## src/rtl/add_float_host.sv

```systemverilog
`default_nettype none
// ============================================================================
// Module   : add_float_host
// Brief    : Parallel-to-serial initiator and serial-to-parallel collector for
//            the add_float bit-serial port (operands out, sum and flags back).
// Revision : 1.0  initial release
// ============================================================================
module add_float_host #(
    parameter int TIMEOUT = 60,
    parameter int TO_W    = 7
) (
    input  logic        clk,
    input  logic        reset,
    input  logic        op_valid,
    output logic        op_ready,
    input  logic [31:0] op_a,
    input  logic [31:0] op_b,
    output logic        res_valid,
    output logic [31:0] res_c,
    output logic        res_over,
    output logic        res_under,
    output logic        res_err,
    output logic        res_tout,
    output logic        go,
    output logic        inpab,
    input  logic        shift,
    input  logic        out_c,
    input  logic        over,
    input  logic        under,
    input  logic        done
);

    localparam logic [TO_W-1:0] c_TO_LAST  = TO_W'(TIMEOUT - 1);
    localparam logic [5:0]      c_RES_BITS = 6'd32;
    localparam logic [5:0]      c_RCNT_MAX = 6'd63;

    typedef enum logic [2:0] {
        S_IDLE   = 3'd0,
        S_START  = 3'd1,
        S_SEND_A = 3'd2,
        S_SEND_B = 3'd3,
        S_WAIT   = 3'd4,
        S_RESP   = 3'd5
    } state_t;

    state_t          r_state;
    state_t          w_state_nxt;
    logic [4:0]      r_bcnt;
    logic [TO_W-1:0] r_tocnt;
    logic [63:0]     r_ab_sr;
    logic [31:0]     r_res_sr;
    logic [5:0]      r_rcnt;

    logic            w_accept;
    logic            w_capture;
    logic            w_tout_hit;
    logic            w_sending_nxt;
    logic            w_busy_nxt;
    logic [31:0]     w_res_sr_nxt;
    logic [5:0]      w_rcnt_nxt;

    assign w_accept   = (r_state == S_IDLE) && op_valid && op_ready;
    // Result bits may start streaming while B is still going out.
    assign w_capture  = shift && ((r_state == S_SEND_B) || (r_state == S_WAIT));
    assign w_tout_hit = (r_tocnt == c_TO_LAST);

    always_comb begin
        w_res_sr_nxt = r_res_sr;
        w_rcnt_nxt   = r_rcnt;
        if (w_capture) begin
            w_res_sr_nxt = {r_res_sr[30:0], out_c};
            if (r_rcnt != c_RCNT_MAX) begin
                w_rcnt_nxt = r_rcnt + 6'd1;
            end
        end
    end

    always_comb begin
        w_state_nxt = r_state;
        case (r_state)
            S_IDLE:   if (w_accept) w_state_nxt = S_START;
            S_START:  w_state_nxt = S_SEND_A;
            S_SEND_A: if (r_bcnt == 5'd31) w_state_nxt = S_SEND_B;
            S_SEND_B: if (r_bcnt == 5'd31) w_state_nxt = S_WAIT;
            S_WAIT:   if (done || w_tout_hit) w_state_nxt = S_RESP;
            S_RESP:   w_state_nxt = S_IDLE;
            default:  w_state_nxt = S_IDLE;
        endcase
    end

    assign w_sending_nxt = (w_state_nxt == S_SEND_A) || (w_state_nxt == S_SEND_B);
    assign w_busy_nxt    = (w_state_nxt == S_START) || w_sending_nxt || (w_state_nxt == S_WAIT);

    always_ff @(posedge clk) begin
        if (reset) begin
            r_state <= S_IDLE;
        end else begin
            r_state <= w_state_nxt;
        end
    end

    always_ff @(posedge clk) begin
        if (reset) begin
            r_bcnt   <= '0;
            r_tocnt  <= '0;
            r_ab_sr  <= '0;
            r_res_sr <= '0;
            r_rcnt   <= '0;
        end else begin
            r_bcnt  <= ((r_state == S_SEND_A) || (r_state == S_SEND_B)) ? r_bcnt + 5'd1 : 5'd0;
            r_tocnt <= (r_state == S_WAIT) ? r_tocnt + TO_W'(1) : '0;

            if (w_accept) begin
                r_ab_sr <= {op_a, op_b};
            end else if (w_sending_nxt) begin
                r_ab_sr <= {r_ab_sr[62:0], 1'b0};
            end

            // Fresh collection window per operation: partial results come out right-aligned.
            if (r_state == S_START) begin
                r_res_sr <= '0;
                r_rcnt   <= '0;
            end else begin
                r_res_sr <= w_res_sr_nxt;
                r_rcnt   <= w_rcnt_nxt;
            end
        end
    end

    // Every port-facing output is a flop, decoded from the upcoming state.
    always_ff @(posedge clk) begin
        if (reset) begin
            go        <= 1'b1;
            inpab     <= 1'b0;
            op_ready  <= 1'b0;
            res_valid <= 1'b0;
            res_c     <= '0;
            res_over  <= 1'b0;
            res_under <= 1'b0;
            res_err   <= 1'b0;
            res_tout  <= 1'b0;
        end else begin
            go        <= ~w_busy_nxt;
            inpab     <= w_sending_nxt ? r_ab_sr[63] : 1'b0;
            op_ready  <= (w_state_nxt == S_IDLE);
            res_valid <= (w_state_nxt == S_RESP);

            if (r_state == S_WAIT) begin
                if (done) begin
                    res_c     <= w_res_sr_nxt;
                    res_over  <= over;
                    res_under <= under;
                    res_err   <= (w_rcnt_nxt != c_RES_BITS);
                    res_tout  <= 1'b0;
                end else if (w_tout_hit) begin
                    res_c     <= w_res_sr_nxt;
                    res_over  <= 1'b0;
                    res_under <= 1'b0;
                    res_err   <= 1'b0;
                    res_tout  <= 1'b1;
                end
            end
        end
    end

endmodule
`default_nettype wire

```

## config.mk

```make
export PLATFORM = sky130hd
export DESIGN_NAME = add_float_host
export DESIGN_NICKNAME = d
export VERILOG_FILES = /design/src/rtl/add_float_host.sv
export SDC_FILE = /design/constraint.sdc
export NUM_CORES = 1
export LEC_CHECK = 0
export CORE_MARGIN = 4
export CORE_UTILIZATION = 52
export CTS_CLUSTER_DIAMETER = 60
export DETAILED_ROUTE_END_ITERATION = 6
export PLACE_DENSITY = 0.8
export SLEW_MARGIN = 25
export SYNTH_ARGS = -nofsm -noshare
export SYNTH_HDL_FRONTEND = slang
export SYNTH_SLANG_ARGS = --single-unit
```

## constraint.sdc

```tcl
create_clock -name clk -period 3 [get_ports clk]
set_input_delay 0.75 -clock clk [delete_from_list [all_inputs] [get_ports clk]]
set_output_delay 0.75 -clock clk [all_outputs]
set_load 0.05 [all_outputs]
```

== Word-level counts from Yosys, hierarchy flattened ==
Cells that the tools add are included.
Operators by class
  reduce and logical (&&, ||, !) cells: 18
  equal/unequal tests: 13
  bitwise gates (word level): 4
  multiplexer cells: 18
  add/sub/neg operators: 3
Operators by type and width (count)
  64-bit two-way mux: 2
  32-bit two-way mux: 3
  3-bit one-hot mux with 5 select lines: 1
  3-bit by 2-bit == test with 1-bit output, second input constant: 4
  3-bit two-way mux: 4
  6-bit two-way mux: 2
  6-bit != test, second input constant: 2
  3-bit == test, second input constant: 3
  2-bit OR reduction: 4
  7-bit by 1-bit adder with 7-bit output, second input constant: 1
  7-bit by 6-bit == test with 1-bit output, second input constant: 1
  6-bit by 1-bit adder with 6-bit output, second input constant: 1
  3-bit by 1-bit == test with 1-bit output, second input constant: 2
  3-bit logical NOT: 2
  1-bit logical OR: 6
  1-bit two-way mux: 6
  5-bit by 1-bit adder with 5-bit output, second input constant: 1
  5-bit == test, second input constant: 1
  1-bit inverter: 4
  2-bit nonzero test: 2
  1-bit logical AND: 3
  2-bit AND reduction: 1
Storage, ports and cells
  word-level logic and storage cells: 71
  input bits: 72
  flip-flop bits (word level): 157
  output and inout port bits: 40

== Depth between registers and ports, before layout ==
  word-level depth: 10
  mapped depth: 9
  mapped depth without buffers: 8

== Worst setup path before layout ==
Ideal clock, no wire load.
  kind: flip-flop to flip-flop
  start: register r_bcnt[0]
  end: register r_ab_sr[19]
  clock period less this slack: 2.132 ns
  data required time: 2.930 ns
  slack: 0.868 ns
  setup time: 0.070 ns
  stages on the path, launching flop included: 10
  buffers on the path: 2
  arrival: 2.061 ns
  path through: dfxtp_1 ha_1 and3_1 ha_1 and3_1 nor3_1 buf_2 clkbuf_1 a22oi_1 a21oi_1
On the way
  word-level cells in the longest chain between the ends: 6
  elaborated cells between the ends (all ways): 8
  classes of those cells: eq/ne (3); mux (3); reduce/logical (2)
RTL lines
  start: declaration: line 48  | logic [4:0] r_bcnt;
  start signal: assignment: line 110  | r_bcnt <= ((r_state == S_SEND_A) || (r_state == S_SEND_B)) ? r_bcnt + 5'd1 : 5'd0;
  5-bit == test (*): line 83, 84
  3-bit two-way mux, on equally long branches: line 84, 83
  3-bit one-hot mux with 5 select lines (*): line 80  | case (r_state)
  3-bit by 2-bit == test with 1-bit output: line 91  | assign w_sending_nxt = (w_state_nxt == S_SEND_A) || (w_state_nxt == S_SEND_B);
  1-bit logical OR (*): line 91
  2-bit nonzero test (no line) (*)
  end signal: assignment: line 114  | r_ab_sr <= {op_a, op_b};
  end signal: assignment: line 116  | r_ab_sr <= {r_ab_sr[62:0], 1'b0};
  end: declaration: line 50  | logic [63:0] r_ab_sr;
Mark *: on every way between the ends. The rest lies on a longest branch, timed or not.
A chain may end at the register's enable or synchronous reset.

== Worst setup path after layout ==
  start: register r_bcnt[0]
  end: register r_ab_sr[6]
Same word-level chain as after synthesis.

==> results by group <==
Worst setup path
  – Kind of critical path: reg2reg
  – Crit path from: r_bcnt[0]
  – Max stage delay on crit path: 490 ps
  – Crit path cell chain: ha_1, and3_1, ha_1, and3_1, nor3_2, buf_4, nor3_1, a2111oi_0
  – Req. time, crit path: 3290 ps
  – CP Data Arrival Time: 2750 ps
  – Worst R2R End: r_ab_sr[6]
  – R2R depth: 8
  – R2r startpoint: r_bcnt[0]
  – R2r setup slk: 540 ps
  – Startpoint Class: register
  – Crit path max fanout: 47
  – Crit path capture type: register
  – Max stage delay cell, worst path: buf_4

Floorplanning
  – Core Footprint: 11,000 um2
  – Die height: 115 um
  – Initial Util: 53.9%
  – Row count: 38
  – # IOs: 112
  – Die X: 115 um
  – Total die area: 13,200 um2

Power and ir drop
  – Lkg Pwr: 0.00258 uW
  – Pwr dens: 617 nW/um2
  – Sequential share of power: 46.0%
  – Cell Int Power: 3700 uW
  – VDD IR max: 0.481 mV
  – Clk pwr share: 46.1%
  – NetSw: 1060 uW
  – Switching Fraction: 22.2%
  – Combinational power share: 7.9%

Detailed routing
  – # DRC: 0
  – Drt via density: 5.62
  – Via count: 4,949
  – 1st-pass router iterations: 5
  – Per-cell routed wire length: 15.5 um
  – Final WL: 13,700 um
  – Initial DRC count: 481
  – Routed Antenna Nets: 0

Cells and area
  – Layout cell share with drive strength beyond 1: 6.75%
  – Post-Layout Cell Count: 881
  – Nets@finish: 807
  – Area growth syn-to-layout: 30.0%
  – N_diodes: 0

CTS
  – TritonCTS clock tree: done
  – CTS Buf Count: 17
  – CTS H-tree lvls: 4
  – CTS resizes: 0
  – CTS sink cnt: 157
  – Root Driver: clkbuf_16
  – Clk pin slew, worst setup/hold paths: 60 ps
  – Post-CTS setup buffers: 0
  – Worst-Skew Late Latency: 410 ps
  – Cts hold-fix bufs: 0
  – Max clock buf depth: 2

Timing
  – RSZ-0062 raised after global routing: no
  – Setup Skew: 11.0 ps
  – Minimum clock period: 2460 ps
  – Relative slew slack: 52.8%
  – Part of the cycle the worst path needs: 82.0%
  – Worst Tran Pin Value: 706 ps
  – Setup TNS: 0 ps
  – Fmax: 406 MHz
  – Final hold viol count: 0
  – Setup violators final: 0
  – Max-slew violations: 0

Synthesis
  – Synthesized area: 5920 um2
  – Post-Syn Area per Cell: 9.28 um2
  – Synth async-reset ratio: 0%
  – Mapped Cells: 638
  – Number of synthesis warnings: 0
  – Top post-synthesis cells by count: dfxtp_1 (157), nor2_1 (88), nand2_1 (68)
  – Area leader, netlist: dfxtp_1
  – Top post-synthesis cells by area: dfxtp_1 (53%), a22oi_1 (8.1%), mux2i_1 (5.9%), a21oi_1 (5.7%), nor2_1 (5.6%)
  – Most frequent cell after synthesis: dfxtp_1
  – Number of synthesized flops with an enable pin: 0
  – Syn nets: 714
  – Main synth FF type: dfxtp_1
  – Netlist cell types: 46
  – Synth Register Bits: 157
  – Share of the synthesized area in the top cell type: 53.1%
  – Seq/Total Area, Yosys: 53.1%

Placement
  – PortBufs: 111
  – Dpl cells: 852
  – Detailed Place HPWL: 8860 um
  – RD Place Congestion: 0.804

Global routing
  – Gr usage total: 20.8%
  – First-pass GRT wire length: 22,100 um
  – Largest net degree at the start of global routing: 64
  – Vias in the first global route: 4,842
  – Initial antenna violation count: 0
  – Total global routing overflow: 0

Worst hold path
  – Hold Path Class: reg2reg
  – Hold Crit Depth: 2
  – Hold Path Sink: r_ab_sr[24]
  – Worst hold start: r_ab_sr[24]

Outcome
  – Status: finished clean

Job
  – Max_cap viols: 0
[critical path, delay by kind of cell (launching register included)]
family / cells / cell delay, ps
and+or+nand+nor: 4 / 750
buffers and inverters: 1 / 490
adders and majority gates: 2 / 440
AOI/OAI and AO/OA: 1 / 330
DFF: 1 / 320
[worst max-delay path by stage]
stage | to | slack (ps) | depth (start not counted)
after floorplan | r_ab_sr[19] | 870 | 9
after global placement | r_ab_sr[6] | 460 | 5
after detailed placement | r_ab_sr[6] | 420 | 5
after CTS | r_ab_sr[6] | 530 | 8
after global routing | res_c[19] | 280 | 7
final | r_ab_sr[6] | 540 | 8
[cells in the final DEF (no fill, tap or decap), types with 6 or more instances in the layout]
master           netlist  final
and2_1                 6      6
o21ai_0                6      6
dfxtp_1              157    157
a21oi_1               67     67
nand2_1               68     68
nand3_1                6      6
a22oi_1               64     64
a211oi_1              35     35
nor2_1                88     88
clkbuf_16              0     17
clkdlybuf4s50_1        0    110
mux2i_1               35     35
buf_4                  4     11
[kinds of logic after synthesis]
family,Yosys count,share of synthesized area [%]
simple gates,195,14.1
compound gates,187,20.9
flops,157,53.1
buf+inv,52,3.91
mux,36,6.10
xor+xnor,7,1.04
fa+ha+maj,4,0.845
[power by group through the flow]
stage          sequential (uW)  clock (uW)  combinational (uW)
3_5_place_dp              2230           0                 372
4_1_cts                   2180        2230                 375
2_1_floorplan             2230           0                 208
6_report                  2180        2190                 376
5_1_grt                   2190        2330                 410
3_3_place_gp              2220           0                 364
[routing by layer]
metal  up-vias  track usage [%]  share of wire, %
met3        15             6.08               7.1
met4         0             7.20              0.83
met2       167             34.0                47
met1      2321             26.4                45
met5         -                0                 0
li1       2446                -                 -
[per-stage QoR]
stage                     area [um2]  total power [uW]  utilization, %  hold slack (ps)  setup WS [ps]
after detailed placement        7100              2600            64.6              446            423
final                           7700              4750            70.1              453            540
after floorplan                 5920              2440               -              418            868
after CTS                       7700              4790            70.1              454            529
after global routing            7700              4930            70.1              476            277
after global placement          7100              2590            64.6              429            456
[cell type report]
cell class                 count  area [um2]
multi-input combinational    429        2560
clock buffer                  18         429
clock inverter                11         171
tap                          140         175
fill                         828        3280
timing repair buffer         122        1200
inverter                       4        15.0
sequential                   157        3140
[state kept, by name, summed over array words and instances, names as in the netlist]
name / cells
res_over: 1
res_under: 1
go: 1
r_ab_sr: 64
r_bcnt: 5
r_state: 3
r_rcnt: 6
op_ready: 1
res_valid: 1
r_res_sr: 32
inpab: 1
res_tout: 1
r_tocnt: 7
res_c: 32
res_err: 1
Power figures use the tool's default switching activity.
